==> src/rtl/fnd_pkg.sv <==
// Shared constants and the active-high 7-segment font for the FND scan controller.
package fnd_pkg;

    localparam int SEG_A  = 0;
    localparam int SEG_B  = 1;
    localparam int SEG_C  = 2;
    localparam int SEG_D  = 3;
    localparam int SEG_E  = 4;
    localparam int SEG_F  = 5;
    localparam int SEG_G  = 6;
    localparam int SEG_DP = 7;

    // All segments dark, active-high sense; polarity is applied at the pins.
    localparam logic [7:0] FONT_OFF = 8'h00;

    // {g,f,e,d,c,b,a}, 1 = segment lit; glyphs 0-9, A, b, C, d, E, F.
    localparam logic [6:0] FONT_TABLE [16] = '{
        7'h3F, 7'h06, 7'h5B, 7'h4F, 7'h66, 7'h6D, 7'h7D, 7'h07,
        7'h7F, 7'h6F, 7'h77, 7'h7C, 7'h39, 7'h5E, 7'h79, 7'h71
    };

    function automatic logic [6:0] fnd_font(input logic [3:0] nibble);
        return FONT_TABLE[nibble];
    endfunction

endpackage

==> src/rtl/fnd_scan_controller_font_lut.sv <==
// Combinational nibble to active-high segment decoder.
module fnd_font_lut
    import fnd_pkg::*;
(
    input  logic [3:0] nibble_i,
    output logic [6:0] seg_o
);

    assign seg_o = fnd_font(nibble_i);

endmodule

==> src/rtl/fnd_scan_controller.sv <==
// Time-multiplexed N-digit 7-segment driver with frame-coherent shadow registers,
// per-slot blanking, decimal points and leading-zero suppression.
module fnd_scan_controller
    import fnd_pkg::*;
#(
    parameter int NUM_DIGITS     = 4,
    parameter int CLK_DIV        = 100000,
    parameter int BLANK_CYCLES   = 1000,
    parameter int SEG_ACTIVE_LOW = 1,
    parameter int DIG_ACTIVE_LOW = 1
) (
    input  logic                      i_clk,
    input  logic                      i_reset_n,
    input  logic                      i_en,
    input  logic [4*NUM_DIGITS-1:0]   i_value,
    input  logic [NUM_DIGITS-1:0]     i_dp,
    input  logic                      i_lzs,
    output logic [NUM_DIGITS-1:0]     o_digit,
    output logic [7:0]                o_font,
    output logic                      o_frame_done
);

    localparam int PW = $clog2(CLK_DIV);
    localparam int IW = (NUM_DIGITS > 1) ? $clog2(NUM_DIGITS) : 1;
    localparam logic [PW-1:0] PRE_MAX = PW'(CLK_DIV - 1);
    localparam logic [IW-1:0] IDX_MAX = IW'(NUM_DIGITS - 1);
    localparam logic [NUM_DIGITS-1:0] DIG_OFF = (DIG_ACTIVE_LOW != 0) ? '1 : '0;
    localparam logic [7:0] SEG_OFF = (SEG_ACTIVE_LOW != 0) ? ~FONT_OFF : FONT_OFF;

    logic [PW-1:0]             pres_q, pres_d;
    logic [IW-1:0]             idx_q, idx_d;
    logic [4*NUM_DIGITS-1:0]   value_q, value_d;
    logic [NUM_DIGITS-1:0]     dp_q, dp_d;
    logic                      lzs_q, lzs_d;
    logic [NUM_DIGITS-1:0]     digit_q, digit_d;
    logic [7:0]                font_q, font_d;
    logic                      frame_done_q, frame_done_d;

    logic                      tick, wrap, blank, suppress;
    logic [NUM_DIGITS:0]       zero_from;
    logic [NUM_DIGITS-1:0]     sel;
    logic [3:0]                cur_nib;
    logic                      cur_dp, cur_zero;
    logic [6:0]                seg;
    logic [7:0]                font_on;

    fnd_font_lut u_font_lut (
        .nibble_i (cur_nib),
        .seg_o    (seg)
    );

    always_comb begin
        tick = i_en && (pres_q == PRE_MAX);
        wrap = tick && (idx_q == IDX_MAX);

        pres_d  = pres_q;
        idx_d   = idx_q;
        value_d = value_q;
        dp_d    = dp_q;
        lzs_d   = lzs_q;
        // While disabled the shadow tracks the inputs so re-enable shows fresh data.
        if (!i_en) begin
            pres_d  = '0;
            idx_d   = '0;
            value_d = i_value;
            dp_d    = i_dp;
            lzs_d   = i_lzs;
        end else begin
            pres_d = tick ? '0 : pres_q + PW'(1);
            if (tick) idx_d = wrap ? '0 : idx_q + IW'(1);
            if (wrap) begin
                value_d = i_value;
                dp_d    = i_dp;
                lzs_d   = i_lzs;
            end
        end
    end

    always_comb begin
        // zero_from[k]: every nibble from k up to the most significant is zero.
        zero_from[NUM_DIGITS] = 1'b1;
        for (int k = NUM_DIGITS - 1; k >= 0; k--)
            zero_from[k] = zero_from[k+1] && (value_q[4*k +: 4] == 4'h0);

        cur_nib  = '0;
        cur_dp   = 1'b0;
        cur_zero = 1'b0;
        sel      = '0;
        for (int k = 0; k < NUM_DIGITS; k++) begin
            if (int'(idx_q) == k) begin
                cur_nib  = value_q[4*k +: 4];
                cur_dp   = dp_q[k];
                cur_zero = zero_from[k];
                sel[k]   = 1'b1;
            end
        end

        suppress = lzs_q && (idx_q != '0) && cur_zero;
        font_on                 = FONT_OFF;
        font_on[SEG_G:SEG_A]    = suppress ? 7'h00 : seg;
        font_on[SEG_DP]         = cur_dp;

        blank        = !i_en || (int'(pres_q) < BLANK_CYCLES);
        digit_d      = blank ? DIG_OFF : ((DIG_ACTIVE_LOW != 0) ? ~sel : sel);
        font_d       = blank ? SEG_OFF : ((SEG_ACTIVE_LOW != 0) ? ~font_on : font_on);
        frame_done_d = wrap;
    end

    always_ff @(posedge i_clk or negedge i_reset_n) begin
        if (!i_reset_n) begin
            pres_q       <= '0;
            idx_q        <= '0;
            value_q      <= '0;
            dp_q         <= '0;
            lzs_q        <= 1'b0;
            digit_q      <= DIG_OFF;
            font_q       <= SEG_OFF;
            frame_done_q <= 1'b0;
        end else begin
            pres_q       <= pres_d;
            idx_q        <= idx_d;
            value_q      <= value_d;
            dp_q         <= dp_d;
            lzs_q        <= lzs_d;
            digit_q      <= digit_d;
            font_q       <= font_d;
            frame_done_q <= frame_done_d;
        end
    end

    assign o_digit      = digit_q;
    assign o_font       = font_q;
    assign o_frame_done = frame_done_q;

endmodule

==> config.mk <==
export PLATFORM = sky130hd
export DESIGN_NAME = fnd_scan_controller
export DESIGN_NICKNAME = d
export VERILOG_FILES = /design/src/rtl/fnd_pkg.sv /design/src/rtl/fnd_scan_controller_font_lut.sv /design/src/rtl/fnd_scan_controller.sv
export SDC_FILE = /design/constraint.sdc
export NUM_CORES = 1
export LEC_CHECK = 0
export BUFFER_PORTS_ARGS = -buffer_cell sky130_fd_sc_hd__buf_2
export CELL_PAD_IN_SITES_DETAIL_PLACEMENT = 1
export CELL_PAD_IN_SITES_GLOBAL_PLACEMENT = 1
export CORE_MARGIN = 2
export CORE_UTILIZATION = 50
export DETAILED_ROUTE_END_ITERATION = 8
export PLACE_DENSITY_LB_ADDON = 0.1
export REMOVE_ABC_BUFFERS = 1
export SLEW_MARGIN = 25
export SYNTH_ARGS = -nofsm -noshare
export SYNTH_HDL_FRONTEND = slang
export SYNTH_HIERARCHICAL = 1
export SYNTH_SLANG_ARGS = --single-unit
==> constraint.sdc <==
create_clock -name i_clk -period 4.52 [get_ports i_clk]
set_clock_uncertainty 0.05 [all_clocks]
set_input_delay 0 -clock i_clk [delete_from_list [all_inputs] [get_ports i_clk]]
set_output_delay 0 -clock i_clk [all_outputs]
set_load 0.02 [all_outputs]
==> impl_metrics.yaml, run 1 <==
outcome:
  status: "complete, no violations"
die:
  fp.dieW_um: 79.67
  initial_core_util: 0.5199
  placementRows: 27
  die_y_um: 79.67
  core_area_mm2: 0.005507
  die_area_mm2: 0.006347
  pin_count: 37
critical_path:
  start_kind: "flip-flop"
  cp_max_fo: 5
  r2r_cells: 9
  crit_required_ns: 4.73
  cp_num_buf_inv: 2
  regToRegSetupSlack_ns: 1.47
  end_kind: "flip-flop"
  cp.arrival_ns: 3.26
  crit_slowest_cell: "o31ai_1"
  cp_top_family: "compound AO/OA/AOI/OAI gates"
  slowest_delay_ns: 0.52
  path_cells: "inv_1 > ha_1 > nor2b_1 > a221oi_1 > o31ai_1 > inv_1 > ha_1 > mux4_1 > nand3_1"
  rr_startpoint: "idx_q[0]$_DFFE_PN0P_"
  crit_type: "flip-flop to flip-flop"
  regToRegEndpoint: "o_font[3]$_DFF_PN1_"
cts:
  clockBufferDepth: 2
  clk_pin_slew_ns: 0.11
  h-tree-depth: 2
  cts_tree: "done"
  cts_sinks: 53
  insertion_delay_ns: 0.31
  postCtsResizedCells: 0
  root_buffer: "clkbuf_8"
  numCtsBuffers: 5
sta:
  tns_ns: 0
  timing.final.ws_setup_ns: 1.467
  fin_crit_sh: 0.6755
  finalHoldViolCount: 0
  layout_min_cycle_time_ns: 3.053
  final-setup-viol-count: 0
  holdWs_ns: 0.2816
  maxSlewViolCount: 0
  timing.slew.headroom: 0.5533
  worst_pin_slew_ns: 0.6700
  rsz0062_at_grt: "no"
  fmax_mhz: 327.5
global_routing:
  track_usage: 0.2321
  grt_pass1_wl_um: 11270
  grt_pass1_vias: 2199
  overflow: 0
  grt_max_degree: 54
  antenna_found_initial: 0
route:
  drtIter0Drc: 77
  ant_nets: 0
  drc: 0
  drt-vias-per-instance: 5.587
  vias: 2095
  detail_route.wirelength_um: 6978
  dr.pass1.iters: 4
  route.detailed.wl_per_inst_um: 18.61
placement:
  post-place-cells: 344
  io_buffers: 36
  dp_hpwl_um: 4368
  gp_congestion: 0.8104
  place_ws_ns: 1.621
  placed_area_mm2: 0.003048
yosys:
  syn_inst: 245
  yosysSeqAreaShare: 0.4685
  ys_types: 49
  synthFlopType: "dfrtp_1"
  synth_edf_count: 0
  ys_warn_count: 6
  netlist_area_mm2: 0.002863
  async_flop_share: 1.000
  syn_area_per_cell_um2: 11.68
  synth-seq-cells: 53
cells_and_area:
  final_cell_mix: "41 x dfrtp_1, 36 x buf_2, 23 x dlygate4sd3_1"
  utilization: 0.6124
  nets: 338
  layout-drive-gt1-share: 0.3069
  syn_to_final_growth_pct: 17.79
  stdcell_area_mm2: 0.003372
  antenna_cells: 0
  final_common_cell: "dfrtp_1"
  fin_cells: 375
job:
  maxCapViolations: 0
worst_hold_path:
  hold_path.class: "primary input to async pin"
power_and_ir_drop:
  p_sw_frac: 0.2729
  clockPowerShare: 0.304
  power_density_mw_per_mm2: 279.8
  p_leak_nw: 1.448
  p_int_uw: 685.9
  total_power_uw: 943.4
  power_frac_seq: 0.549
  vdd_drop_max_mv: 0.1592
  power_frac_comb: 0.148
  p_sw_uw: 257.4
[final cells by class]
| class | count | area (um^2) |
|---|---|---|
| fill | 592 | 2135 |
| multi-input combinational | 172 | 1388 |
| sequential | 53 | 1341 |
| timing repair buffer | 61 | 425.4 |
| tap | 72 | 90.09 |
| clock buffer | 5 | 68.82 |
| inverter | 9 | 33.78 |
| clock inverter | 3 | 25.02 |
[power by group through the flow]
| stage | combinational, mW | sequential, mW | clock [mW] |
|---|---|---|---|
| finish | 0.140 | 0.517 | 0.286 |
| global route | 0.152 | 0.520 | 0.316 |
| CTS | 0.138 | 0.516 | 0.290 |
| detailed placement | 0.121 | 0.524 | 0 |
| global placement | 0.117 | 0.525 | 0 |
| floorplan | 0.0839 | 0.515 | 0 |
[cells by family after synthesis]
logic type | count (synthesis) | share of synthesized area
simple gates | 93 | 0.1810
flops | 53 | 0.4685
mux | 28 | 0.1407
compound gates | 25 | 0.06774
buf+inv | 20 | 0.04676
xor+xnor | 14 | 0.04283
fa+ha+maj | 12 | 0.05245
[state kept, by name (all words and copies together) (netlist names)]
register      cells
lzs_q             1
dp_q              4
o_font            8
value_q          16
o_frame_done      1
o_digit           4
idx_q             2
pres_q           17
[cell usage after synthesis (2+ instances only)]
cell type,count,area share
a21boi_0,2,0.0052
a21oi_1,5,0.0087
a221oi_1,4,0.012
and4b_1,2,0.0070
buf_12,2,0.014
buf_2,3,0.0052
buf_4,2,0.0052
buf_6,2,0.0079
clkbuf_1,2,0.0026
dfrtp_1,41,0.36
dfstp_2,12,0.11
ha_1,12,0.052
inv_1,9,0.012
mux2_2,5,0.020
mux2_4,20,0.10
mux2i_1,2,0.0070
nand2_1,21,0.028
nand3_1,11,0.019
nand4_1,7,0.015
nor2_1,18,0.024
nor2b_1,6,0.013
nor3_1,8,0.014
nor4_1,5,0.011
nor4bb_1,2,0.0070
o21ai_0,2,0.0035
o31ai_1,4,0.010
or4b_2,2,0.0070
xnor2_1,10,0.031
xor2_1,4,0.012
[worst max-delay path by stage]
stage	from	cells past startpoint	end
2_1_floorplan	idx_q[0]$_DFFE_PN0P_	7	o_font[3]$_DFF_PN1_
3_3_place_gp	idx_q[1]$_DFFE_PN0P_	9	o_font[3]$_DFF_PN1_
3_5_place_dp	idx_q[1]$_DFFE_PN0P_	9	o_font[3]$_DFF_PN1_
4_1_cts	idx_q[1]$_DFFE_PN0P_	9	o_font[3]$_DFF_PN1_
5_1_grt	idx_q[1]$_DFFE_PN0P_	9	o_font[3]$_DFF_PN1_
6_report	idx_q[0]$_DFFE_PN0P_	9	o_font[3]$_DFF_PN1_
[tightest hold or removal path: stages]
cell and delay [ns]:
dlygate4sd3_1 0.52, buf_2 0.10, buf_4 0.53
[metal layers]
metal	up-vias	GRT usage	share of wire
met5	-	0	0
met4	0	0.08793	0.032
met3	13	0.04412	0.026
met2	34	0.4059	0.53
met1	1069	0.2819	0.41
li1	979	-	-
[what timing repair did]
item | 4_1_cts | 5_1_grt
hold buffers | 23 | 0
hold endpoints to repair | 66 | 0
setup buffers | 0 | 0
No activity file was read; power rests on OpenSTA's default activity.
==> run 2: changes to the inputs <==
- ABC_AREA: unset -> 1
- CORE_UTILIZATION: 50 -> 38
- clock period: 4.52 -> 2.5 ns (I/O delays scaled with it)
==> run 2 against run 1 <==
Against the previous run:
- clock-buffer cell count up 1
- fmax rose by 32%
- via count up 26%
- clock power rose by 120%
- setup slack lost 1.3 ns
- sequential power increased by 78%
- largest cell class unchanged
- synthesized area is 2.0% higher
- first-iteration DRC count decreased by 19%
- global-route usage down 3.4 points
- core utilization is 12 points lower
- final cell count is 46% higher
==> impl_metrics.yaml, run 2 <==
critical_path:
  cp-startpoint: "idx_q[1]$_DFFE_PN0P_"
  crit_required_ns: 2.69
  regToRegEndpoint: "o_font[3]$_DFF_PN1_"
  cp.arrival_ns: 2.49
  start_kind: "flip-flop"
  regToRegSetupSlack_ns: 0.19
  r2r_cells: 16
  cp_max_fo: 7
  crit_type: "flip-flop to flip-flop"
  crit_end: "o_font[3]$_DFF_PN1_"
  rr_startpoint: "idx_q[1]$_DFFE_PN0P_"
  end_kind: "flip-flop"
cells_and_area:
  final_cell_mix: "125 x nand2_1, 47 x nor2_1, 41 x dfrtp_1"
  layout-drive-gt1-share: 0.2022
  utilization: 0.4939
  fin_cells: 549
  stdcell_area_mm2: 0.003621
  nets: 485
  syn_to_final_growth_pct: 23.99
  final_common_cell: "nand2_1"
  nFillCells: 928
  largest_register: "pres_q"
  largest_register_ffs: 17
  antenna_cells: 0
outcome:
  status: "complete, no violations"
yosys:
  synthFlopType: "dfrtp_1"
  yosysMostFrequentCell: "nand2_1"
  yosysTopAreaCellShare: 0.3513
  netlist_area_mm2: 0.002920
  synth_xor_xnor_area_share: 0.02099
  synthMuxAreaShare: 0
  synth_top_area_cell: "dfrtp_1"
  syn_area_per_cell_um2: 7.645
  yosysSeqAreaShare: 0.4593
  ys_types: 30
  async_flop_share: 1.000
  synth-seq-cells: 53
  synth_area_leaders: "dfrtp_1 35%, nand2_1 16%, dfstp_2 11%, nand3_1 6.7%, nor2_1 6.2%"
  ys_warn_count: 6
  synth_fa_ha_area_frac: 0.05141
  syn_inst: 382
  synth_top_family_by_area: "simple AND/OR/NAND/NOR gates"
  synth-simple-area-share: 0.3492
  synth_edf_count: 0
  synth_compound_area_frac: 0.04584
  synth_common_cells: "125 x nand2_1, 48 x nor2_1, 41 x dfrtp_1, 39 x nand3_1, 35 x inv_1"
route:
  drt-vias-per-instance: 4.812
  vias: 2642
  ant_nets: 0
  drc: 0
  route.detailed.wl_per_inst_um: 14.28
  drtIter0Drc: 62
  detail_route.wirelength_um: 7838
  dr.pass1.iters: 4
power_and_ir_drop:
  vdd_drop_max_mv: 0.2038
  p_sw_uw: 465.0
  p_leak_nw: 1.819
  power_density_mw_per_mm2: 493.2
  clockPowerShare: 0.353
  p_int_mw: 1.321
  p_sw_frac: 0.2604
  power_frac_comb: 0.131
  total_power_mw: 1.786
  power_frac_seq: 0.515
die:
  fp.dieW_um: 91.67
  die_y_um: 91.67
  die_area_mm2: 0.008402
  placementRows: 31
  pin_count: 37
  initial_core_util: 0.3984
  core_area_mm2: 0.007331
job:
  maxCapViolations: 0
global_routing:
  grt_max_degree: 47
  track_usage: 0.1979
  grt_pass1_vias: 2773
  antenna_found_initial: 0
  overflow: 0
  grt_pass1_wl_um: 13340
sta:
  maxSlewViolCount: 0
  tns_ns: 0
  layout_min_cycle_time_ns: 2.308
  fin_crit_sh: 0.9232
  worst_pin_slew_ns: 0.6214
  timing.slew.headroom: 0.5857
  finalHoldViolCount: 0
  fmax_mhz: 433.3
  final-setup-viol-count: 0
cts:
  insertion_delay_ns: 0.31
  cts_sinks: 53
  root_buffer: "clkbuf_8"
  clk_pin_slew_ns: 0.11
  clockBufferDepth: 2
  cts_tree: "done"
  h-tree-depth: 2
  numCtsBuffers: 5
placement:
  post-place-cells: 516
  gp_congestion: 0.7805
  placed_area_mm2: 0.003231
  dp_hpwl_um: 5612
  io_buffers: 36
worst_hold_path:
  hold_path.class: "primary input to async pin"
==> run 2: final cells by class <==
cell class	instances	area [um^2]	area share
Tap cell	99	123.9	0.03421
Timing Repair Buffer	70	495.5	0.1368
Clock inverter	2	37.54	0.01037
Multi-Input combinational cell	279	1390	0.3839
Clock buffer	6	82.58	0.02281
Sequential cell	53	1341	0.3704
Inverter	40	150.1	0.04147
==> run 2: worst max-delay path, stage by stage, from the launching register on <==
cell,delay [ns]
dfrtp_1,0.42
inv_1,0.10
ha_2,0.24
nor2_4,0.15
nand2_1,0.07
nand2_1,0.05
o21ai_0,0.10
o21ai_1,0.22
inv_2,0.09
ha_1,0.28
nand2_1,0.06
o21ai_0,0.07
nand2_1,0.07
nand2_1,0.06
inv_1,0.04
nor2_1,0.09
nand2_1,0.06
==> run 2: how the worst min path moves through the flow <==
stage          startpoint                endpoint  slack (ns)  cells after the start
2_1_floorplan   i_reset_n     dp_q[0]$_DFFE_PN0P_       -0.35                      0
3_3_place_gp   i_value[5]  value_q[5]$_DFFE_PN0P_        0.15                      3
3_5_place_dp    i_reset_n    pres_q[12]$_DFF_PN0_       0.009                      1
4_1_cts         i_reset_n    pres_q[12]$_DFF_PN0_        0.20                      2
5_1_grt         i_reset_n    pres_q[11]$_DFF_PN0_        0.24                      2
6_report        i_reset_n    pres_q[11]$_DFF_PN0_        0.17                      2
==> run 2: through the flow <==
step           worst slack, ns  hold WS (ns)
6_report                0.1920        0.1697
5_1_grt               -0.01715        0.2385
4_1_cts                0.01299        0.2048
3_5_place_dp           0.06054      0.008974
3_3_place_gp            0.2097        0.1499
2_1_floorplan          0.09864       -0.3456
==> run 2: logic make-up after synthesis <==
| family | count (synthesis) |
|---|---|
| XOR/XNOR | 7 |
| AO/OA/AOI/OAI | 23 |
| AND/OR/NAND/NOR | 237 |
| flip-flops | 53 |
| adder cells (fa/ha/maj) | 12 |
| buffers and inverters | 50 |
==> run 2: power by group through the flow <==
stage / registers [mW] / logic, mW / clock network (mW)
2_1_floorplan: 0.925 / 0.117 / 0
6_report: 0.920 / 0.234 / 0.631
4_1_cts: 0.919 / 0.231 / 0.647
3_3_place_gp: 0.936 / 0.195 / 0
3_5_place_dp: 0.935 / 0.202 / 0
5_1_grt: 0.924 / 0.271 / 0.675
==> run 2: repair_timing <==
item	CTS	global route
resized for setup	0	11
buffers inserted	0	2
hold buffers	23	0
hold endpoints to repair	63	0
endpoints found under the setup margin	0	7
==> run 2: routing by layer <==
layer,wire length [um],vias to the layer above,share of wire,GRT usage
li1,-,1324,-,-
met1,3850,1268,0.49,0.2690
met2,3726,43,0.48,0.3346
met3,177,7,0.023,0.02712
met4,82,0,0.010,0.04672
met5,0,-,0,0
